--- src/rtl/clk_period_monitor.sv ---
// clk_period_monitor: measures mon_clk period in clk cycles and flags out-of-range or stopped clocks.
module clk_period_monitor #(
    parameter int SYNC_STAGES = 2,
    parameter int CNT_W       = 16
) (
    input  logic             clk,
    input  logic             rst_n,
    input  logic             mon_clk,
    input  logic             enable,
    input  logic [CNT_W-1:0] min_period,
    input  logic [CNT_W-1:0] max_period,
    input  logic [CNT_W-1:0] timeout,
    input  logic             clear_flags,
    output logic [CNT_W-1:0] period_out,
    output logic             period_valid,
    output logic             too_fast,
    output logic             too_slow,
    output logic             stopped,
    output logic [31:0]      edge_count
);
    typedef enum logic [1:0] {IDLE, ARM, MEASURE} state_t;
    localparam logic [CNT_W-1:0] CNT_MAX = '1;
    state_t state, state_n;
    logic [SYNC_STAGES-1:0] sync_q;
    logic last_q, rise, report, stop_hit;
    logic [CNT_W-1:0] cnt, cnt_n;
    assign rise = sync_q[SYNC_STAGES-1] & ~last_q;
    always_ff @(posedge clk) begin
        if (!rst_n) begin
            sync_q <= '0;
            last_q <= 1'b0;
        end else begin
            sync_q <= {sync_q[SYNC_STAGES-2:0], mon_clk};
            last_q <= sync_q[SYNC_STAGES-1];
        end
    end
    always_ff @(posedge clk) begin
        if (!rst_n) begin
            state <= IDLE;
            cnt   <= '0;
        end else begin
            state <= state_n;
            cnt   <= cnt_n;
        end
    end
    // A rise outranks the timeout compare, so a period equal to timeout still reports.
    always_comb begin
        state_n  = state;
        cnt_n    = '0;
        report   = 1'b0;
        stop_hit = 1'b0;
        if (!enable) state_n = IDLE;
        else case (state)
            IDLE: state_n = ARM;
            ARM: begin
                state_n = rise ? MEASURE : ARM;
                cnt_n   = rise ? CNT_W'(1) : '0;
            end
            MEASURE: begin
                if (rise) begin
                    report = 1'b1;
                    cnt_n  = CNT_W'(1);
                end else if (timeout != '0 && cnt == timeout) begin
                    stop_hit = 1'b1;
                    state_n  = ARM;
                end else cnt_n = (cnt == CNT_MAX) ? cnt : cnt + CNT_W'(1);
            end
            default: state_n = IDLE;
        endcase
    end
    always_ff @(posedge clk) begin
        if (!rst_n) begin
            period_out   <= '0;
            period_valid <= 1'b0;
            too_fast     <= 1'b0;
            too_slow     <= 1'b0;
            stopped      <= 1'b0;
            edge_count   <= '0;
        end else begin
            period_valid <= report;
            if (report) period_out <= cnt;
            too_fast <= (too_fast & ~clear_flags) | (report && cnt < min_period);
            too_slow <= (too_slow & ~clear_flags) | (report && cnt > max_period);
            stopped  <= (stopped & ~clear_flags) | stop_hit;
            if (enable && state != IDLE && rise) edge_count <= edge_count + 32'd1;
        end
    end
endmodule

--- config.mk ---
export PLATFORM = sky130hd
export DESIGN_NAME = clk_period_monitor
export DESIGN_NICKNAME = d
export VERILOG_FILES = /design/src/rtl/clk_period_monitor.sv
export SDC_FILE = /design/constraint.sdc
export NUM_CORES = 1
export LEC_CHECK = 0
export ABC_AREA = 1
export BUFFER_PORTS_ARGS = -buffer_cell sky130_fd_sc_hd__buf_4
export CAP_MARGIN = 10
export CORE_MARGIN = 1.5
export CORE_UTILIZATION = 50
export DETAILED_ROUTE_END_ITERATION = 7
export GPL_ROUTABILITY_DRIVEN = 0
export PLACE_DENSITY = 0.84
export SETUP_SLACK_MARGIN = 0.15
export SLEW_MARGIN = 20
export SYNTH_ARGS = -nofsm -noshare
export SYNTH_HDL_FRONTEND = slang
export SYNTH_SLANG_ARGS = --single-unit
--- constraint.sdc ---
create_clock -name clk -period 2.9 [get_ports clk]
set_input_delay 0.29 -clock clk [delete_from_list [all_inputs] [get_ports clk]]
set_output_delay 0.29 -clock clk [all_outputs]
set_load 0.03 [all_outputs]
==> results.yml, run 1 <==
synth:
  synth_commonest_cells: "nand2_1 (160), inv_1 (104), nor2_1 (78)"
  yosys.area.top_type: "dfxtp_1"
  ys_ff_latch: 73
  syn-cell-area_mm2: 0.00463
  ys_top_cells_by_area: "dfxtp_1 (32%), nand2_1 (13%), ha_1 (10%), inv_1 (8.4%), a21oi_1 (7.1%)"
  yosysSeqAreaShare_pct: 31.6
  netlist_instances: 701
  synth_most_common_cell: "nand2_1"
  synthArstFlopShare_pct: 0
  synth_nets: 791
  synth-edff-count: 0
  synth_ff_type: "dfxtp_1"
  yosysWarnings: 0
  synth_top_area_share_pct: 31.6
  synth_cell_type_count: 36
  synth_area_per_cell_um2: 6.61
routing:
  drc_errors: 0
  routed_via_density: 5.45
  dr_wl_met3_um: 945
  met2_length_mm: 6.03
  top_layer: "met4"
  vias: 5013
  ant_nets: 0
  drtPass1Iterations: 6
  avgRoutedWirePerCell_um: 13.8
  routed_wl_mm: 12.7
  drt-initial-drc-count: 326
  wirelength_met1_mm: 5.40
power:
  ir_drop_mv: 0.261
  leakage_nw: 2.63
  power_density_mw_per_mm2: 345
global_routing:
  grt_pass1_vias: 4719
  antenna_found_initial: 0
  grt_max_degree: 41
  grt_pass1_wl_mm: 21.2
  grt_use_total_pct: 26.2
  overflow: 0
clocking:
  cts-root-buf: "clkbuf_8"
  cts-resized-gates: 0
  cts_sinks: 73
  path_clk_slew_ps: 80
  cts_tree: "built"
  cts_hold_buffers: 0
  htree_levels: 3
  cts_buffer_depth: 2
  insertion_delay_ps: 360
  cts_setup_buffers: 0
  cts_buffers: 9
floorplanning:
  ios: 105
  fp.dieW_um: 99.2
  coreArea_mm2: 0.00885
  die_h_um: 99.2
  rows: 34
  initial_core_util_pct: 52.3
  die_area_mm2: 0.00985
cells_and_area:
  antennaDiodeCount: 0
  layout-drive-gt1-share_pct: 18.6
  fillers: 776
  area_growth_pct: 23.2
  fin_area_mm2: 0.00570
  layout.nets: 897
timing:
  hold_viol: 0
  max_freq_mhz: 443
  relSlewSlack_pct: 63.6
  skew_ps: 8.67
  worst_pin_slew_ps: 542
  fin_crit_sh_pct: 77.9
  setup_tns_ps: 0
  rsz0062_at_grt: "no"
  final_max_slew_viol_count: 0
  min_period_ps: 2260
  setup-violations-final: 0
critical_path:
  crit_path_start_kind: "flip-flop"
  reg2reg_to: "cnt[6]"
  worstReg2RegStart: "cnt[1]"
  r2r_cells: 11
  crit_required_ps: 3200
  reg2reg_slack_ps: 640
  crit_type: "flip-flop to flip-flop"
  cp-end-kind: "flip-flop"
  path_max_fanout: 16
  critPathArrivalTime_ps: 2560
outcome:
  status: "completed"
min_path:
  hp-class: "input pin to flip-flop"
  hold_start: "mon_clk"
  holdPathEnd: "sync_q[0]"
  worstHoldPathCells: 3
placement:
  place_area_mm2: 0.00551
  hpwl_mm: 9.83
  io_buffers: 104
run:
  drv_cap: 0
==> critical path, stage by stage (launching register included) <==
cell and delay, ps:
dfxtp_1 490, ha_1 290, nand2_2 100, nor2_2 110, nand2_1 90, inv_1 90
nand2_2 70, nor3_4 220, nand4_4 280, o21ai_0 220, nand3_1 130, nor2_1 110
==> cells in the final DEF, fill, tap and decap left out, types with 3 or more instances in the layout <==
master	Yosys	layout
nor4_1	5	5
a21oi_1	66	66
o21ai_0	46	46
nand4_1	20	20
buf_4	1	106
nand3_1	23	23
nor3b_1	3	3
clkinv_2	1	3
nor2_1	78	78
inv_2	6	6
xor2_1	6	6
ha_1	37	37
nor3_1	26	26
o21a_1	4	4
clkbuf_8	0	10
nor2_2	5	5
inv_1	104	104
nand2_2	7	7
dfxtp_1	73	73
nand2_1	160	160
==> registers in the layout, indices dropped and copies added, names as in the netlist <==
name	cells
edge_count	32
cnt	16
period_out	16
state	2
sync_q	2
last_q	1
period_valid	1
stopped	1
too_fast	1
too_slow	1
==> layer usage <==
metal  vias up  GRT usage, %
met4         0          10.4
li1       2494             -
met3        39          5.69
met1      2269          32.5
met2       211          44.5
met5         -             0
==> area by class of cell <==
class / instances / area, µm² / share of cell area [%]
Sequential cell: 73 / 1460 / 25.6
Clock buffer: 11 / 141 / 2.48
Timing Repair Buffer: 106 / 796 / 14.0
Tap cell: 108 / 135 / 2.37
Clock inverter: 5 / 55.1 / 0.965
Inverter: 112 / 422 / 7.39
Multi-Input combinational cell: 505 / 2690 / 47.2
==> cell families after synthesis <==
family                     count (synthesis)  share of synthesized area [%]
and+or+nand+nor                          340                           33.3
AOI/OAI and AO/OA                        121                           13.5
xor gates and xnor gates                   7                           1.32
DFF                                       73                           31.6
adders and majority gates                 37                           10.0
buffers and inverters                    123                           10.3
==> power breakdown <==
group,total [mW],internal (mW),switching (mW)
logic,0.159,0.0764,0.0831
registers,1.01,1.00,0.00230
clock network,0.801,0.418,0.383
==> how the worst max path moves through the flow <==
stage	startpoint	endpoint	depth (start not counted)
6_report	cnt[1]	cnt[6]	11
5_1_grt	state[0]	edge_count[31]	10
3_5_place_dp	cnt[1]	cnt[6]	11
4_1_cts	cnt[1]	cnt[6]	11
2_1_floorplan	edge_count[0]	edge_count[18]	10
3_3_place_gp	cnt[1]	cnt[6]	11
==> through the flow <==
stage,util (%),total power [mW],setup slack (ps),cells,hold slack [ps]
after floorplan,-,1.11,1050,701,388
after global placement,62.2,1.18,813,904,410
after detailed placement,62.2,1.19,708,904,405
after CTS,64.5,1.98,686,920,111
after global routing,64.5,2.04,429,920,130
final,64.5,1.97,640,920,117
(Power assumes the default switching activity.)
==> inputs of run 2 (changes only) <==
ABC_AREA = 0   (was 1)
clock period = 2.2 ns   (was 2.9 ns; I/O delays follow)
==> run 2 against run 1 <==
  * Worst setup slack worse by 460 ps
  * Critical path depth is 3 lower
  * Final cell count is 17% lower
  * Synthesized cell count is 26% lower
  * Global-route usage is 0.36 points higher
  * Clock power is 51% higher
  * Largest cell class unchanged
  * Largest power group unchanged
==> results.yml, run 2 <==
cells_and_area:
  final_cells: 762
  regMostFlops: "edge_count"
  fin_area_mm2: 0.00576
  top_regs: "edge_count x32, cnt x16, period_out x16"
  area_growth_pct: 32.2
  layout_commonest_cell: "buf_4"
  layout.nets: 742
  largest_reg_flops: 32
  most-common-layout-cells: "buf_4 (143), dfxtp_1 (63), nand2_1 (58), inv_1 (39), ha_1 (36)"
  antennaDiodeCount: 0
  layout-drive-gt1-share_pct: 28.8
  finish.utilization_pct: 69.0
timing:
  final_max_slew_viol_count: 0
  setup_tns_ps: 0
  setup-violations-final: 0
  max_freq_mhz: 496
  skew_ps: 9.01
  fin_crit_sh_pct: 91.6
  worst_pin_slew_ps: 526
  relSlewSlack_pct: 64.5
  min_period_ps: 2010
  timing.hold.ws_ps: 74.8
  rsz0062_at_grt: "no"
  fin_ws_ps: 185
  hold_viol: 0
routing:
  routed_via_density: 5.63
  ant_nets: 0
  vias: 4291
  avgRoutedWirePerCell_um: 15.9
  drt-initial-drc-count: 272
  drtPass1Iterations: 5
  routed_wl_mm: 12.1
  drc_errors: 0
clocking:
  htree_levels: 3
  cts-root-buf: "clkbuf_8"
  cts_buffer_depth: 2
  path_clk_slew_ps: 90
  cts_sinks: 73
  cts_tree: "built"
  insertion_delay_ps: 350
  cts_buffers: 9
critical_path:
  cp-end-kind: "flip-flop"
  r2r_cells: 8
  crit_required_ps: 2450
  critPathArrivalTime_ps: 2270
  crit_type: "flip-flop to flip-flop"
  crit_start: "state[1]"
  crit_path_start_kind: "flip-flop"
  worstSetupEndpoint: "edge_count[28]"
  path_max_fanout: 4
  reg2reg_slack_ps: 190
  worstReg2RegStart: "state[1]"
  reg2reg_to: "edge_count[28]"
synth:
  synth-edff-count: 0
  ys_ff_latch: 73
  yosys.area.top_type: "dfxtp_1"
  yosysSeqAreaShare_pct: 33.6
  synth_ff_type: "dfxtp_1"
  netlist_instances: 518
  yosysWarnings: 0
  ys_top_cells_by_area: "dfxtp_1 (34%), ha_1 (11%), xnor2_1 (5.8%), nand2_1 (5.3%), and2_1 (4.9%)"
  synth_area_per_cell_um2: 8.41
  synth_commonest_cells: "dfxtp_1 (73), nand2_1 (61), inv_1 (41)"
  synth_top_area_share_pct: 33.6
  synth_most_common_cell: "dfxtp_1"
  synth_nets: 608
  synth_cell_type_count: 48
  syn-cell-area_mm2: 0.00435
  synthArstFlopShare_pct: 0
outcome:
  status: "completed"
global_routing:
  grt_pass1_vias: 4063
  grt_pass1_wl_mm: 19.0
  overflow: 0
  grt_use_total_pct: 26.6
  grt_max_degree: 59
  antenna_found_initial: 0
power:
  ir_drop_mv: 0.349
  power_density_mw_per_mm2: 476
  leakage_nw: 2.66
  total_power_mw: 2.74
placement:
  place_area_mm2: 0.00538
  pre_cts_slack_ps: 17.3
  io_buffers: 104
  hpwl_mm: 8.68
  place_inst: 734
floorplanning:
  die_h_um: 96.3
  rows: 33
  ios: 105
  initial_core_util_pct: 52.2
  coreArea_mm2: 0.00834
  fp.dieW_um: 96.3
  die_area_mm2: 0.00928
run:
  drv_cap: 0
min_path:
  hp-class: "input pin to flip-flop"
run 2: cell count changes after synthesis, moves of 7 or more:
cell	change
a21boi_0	+16
a21o_1	+13
a21oi_1	-51
and2_1	+34
and3_1	+11
inv_1	-63
nand2_1	-99
nand2_2	-7
nor2_1	-67
nor3_1	-18
o21ai_0	-28
or3_1	+13
xnor2_1	+28
xor2_1	+9
run 2: worst min-delay path by stage:
| stage | start | to | slack (ps) | depth (start not counted) |
|---|---|---|---|---|
| 3_3_place_gp | sync_q[0] | sync_q[1] | 410 | 1 |
| 5_1_grt | mon_clk | sync_q[0] | 70 | 2 |
| 2_1_floorplan | clear_flags | too_slow | 310 | 1 |
| 4_1_cts | mon_clk | sync_q[0] | 60 | 2 |
| 3_5_place_dp | sync_q[0] | sync_q[1] | 420 | 1 |
| 6_report | mon_clk | sync_q[0] | 70 | 2 |
run 2: per-layer routing:
metal / share of wire, % / track usage (%)
met1: 43 / 33.8
met2: 48 / 44.6
met3: 6.2 / 4.27
met4: 2.8 / 11.1
met5: 0 / 0
run 2: area by class of cell:
cell class	count	area, µm²
tap	105	131
fill	636	2580
inverter	41	154
sequential	73	1470
clock inverter	6	90.1
multi-input combinational	383	2690
timing repair buffer	144	1080
clock buffer	10	138
run 2: timing repair:
item	in CTS	in global routing
buffers inserted	7	5
pin swaps	6	7
hold buffers	0	0
resized for setup	6	17
endpoints found under the setup margin	7	31
run 2: cell families (layout without fill, tap and decap cells):
family	Yosys count	in the layout	synth area share [%]
AO/OA/AOI/OAI	90	90	14.1
buffers and inverters	62	201	5.80
flip-flops	73	73	33.6
AND/OR/NAND/NOR	210	210	26.6
multiplexers	2	2	0.460
XOR/XNOR	44	44	8.85
adder cells (fa/ha/maj)	37	37	10.6
run 2: worst max-delay path, cell delays in order, from the launching register on:
cell and delay (ps):
dfxtp_2 350, inv_2 50, ha_4 150, and4bb_2 310
nand4_1 210, nor4_4 370, nand2_1 160, xnor2_1 160
and2_1 170
run 2: power breakdown:
| group | internal [mW] | total, mW | switching [mW] |
|---|---|---|---|
| logic | 0.111 | 0.201 | 0.0900 |
| registers | 1.32 | 1.33 | 0.00258 |
| clock network | 0.674 | 1.21 | 0.539 |
| total | 2.11 | 2.74 | 0.632 |
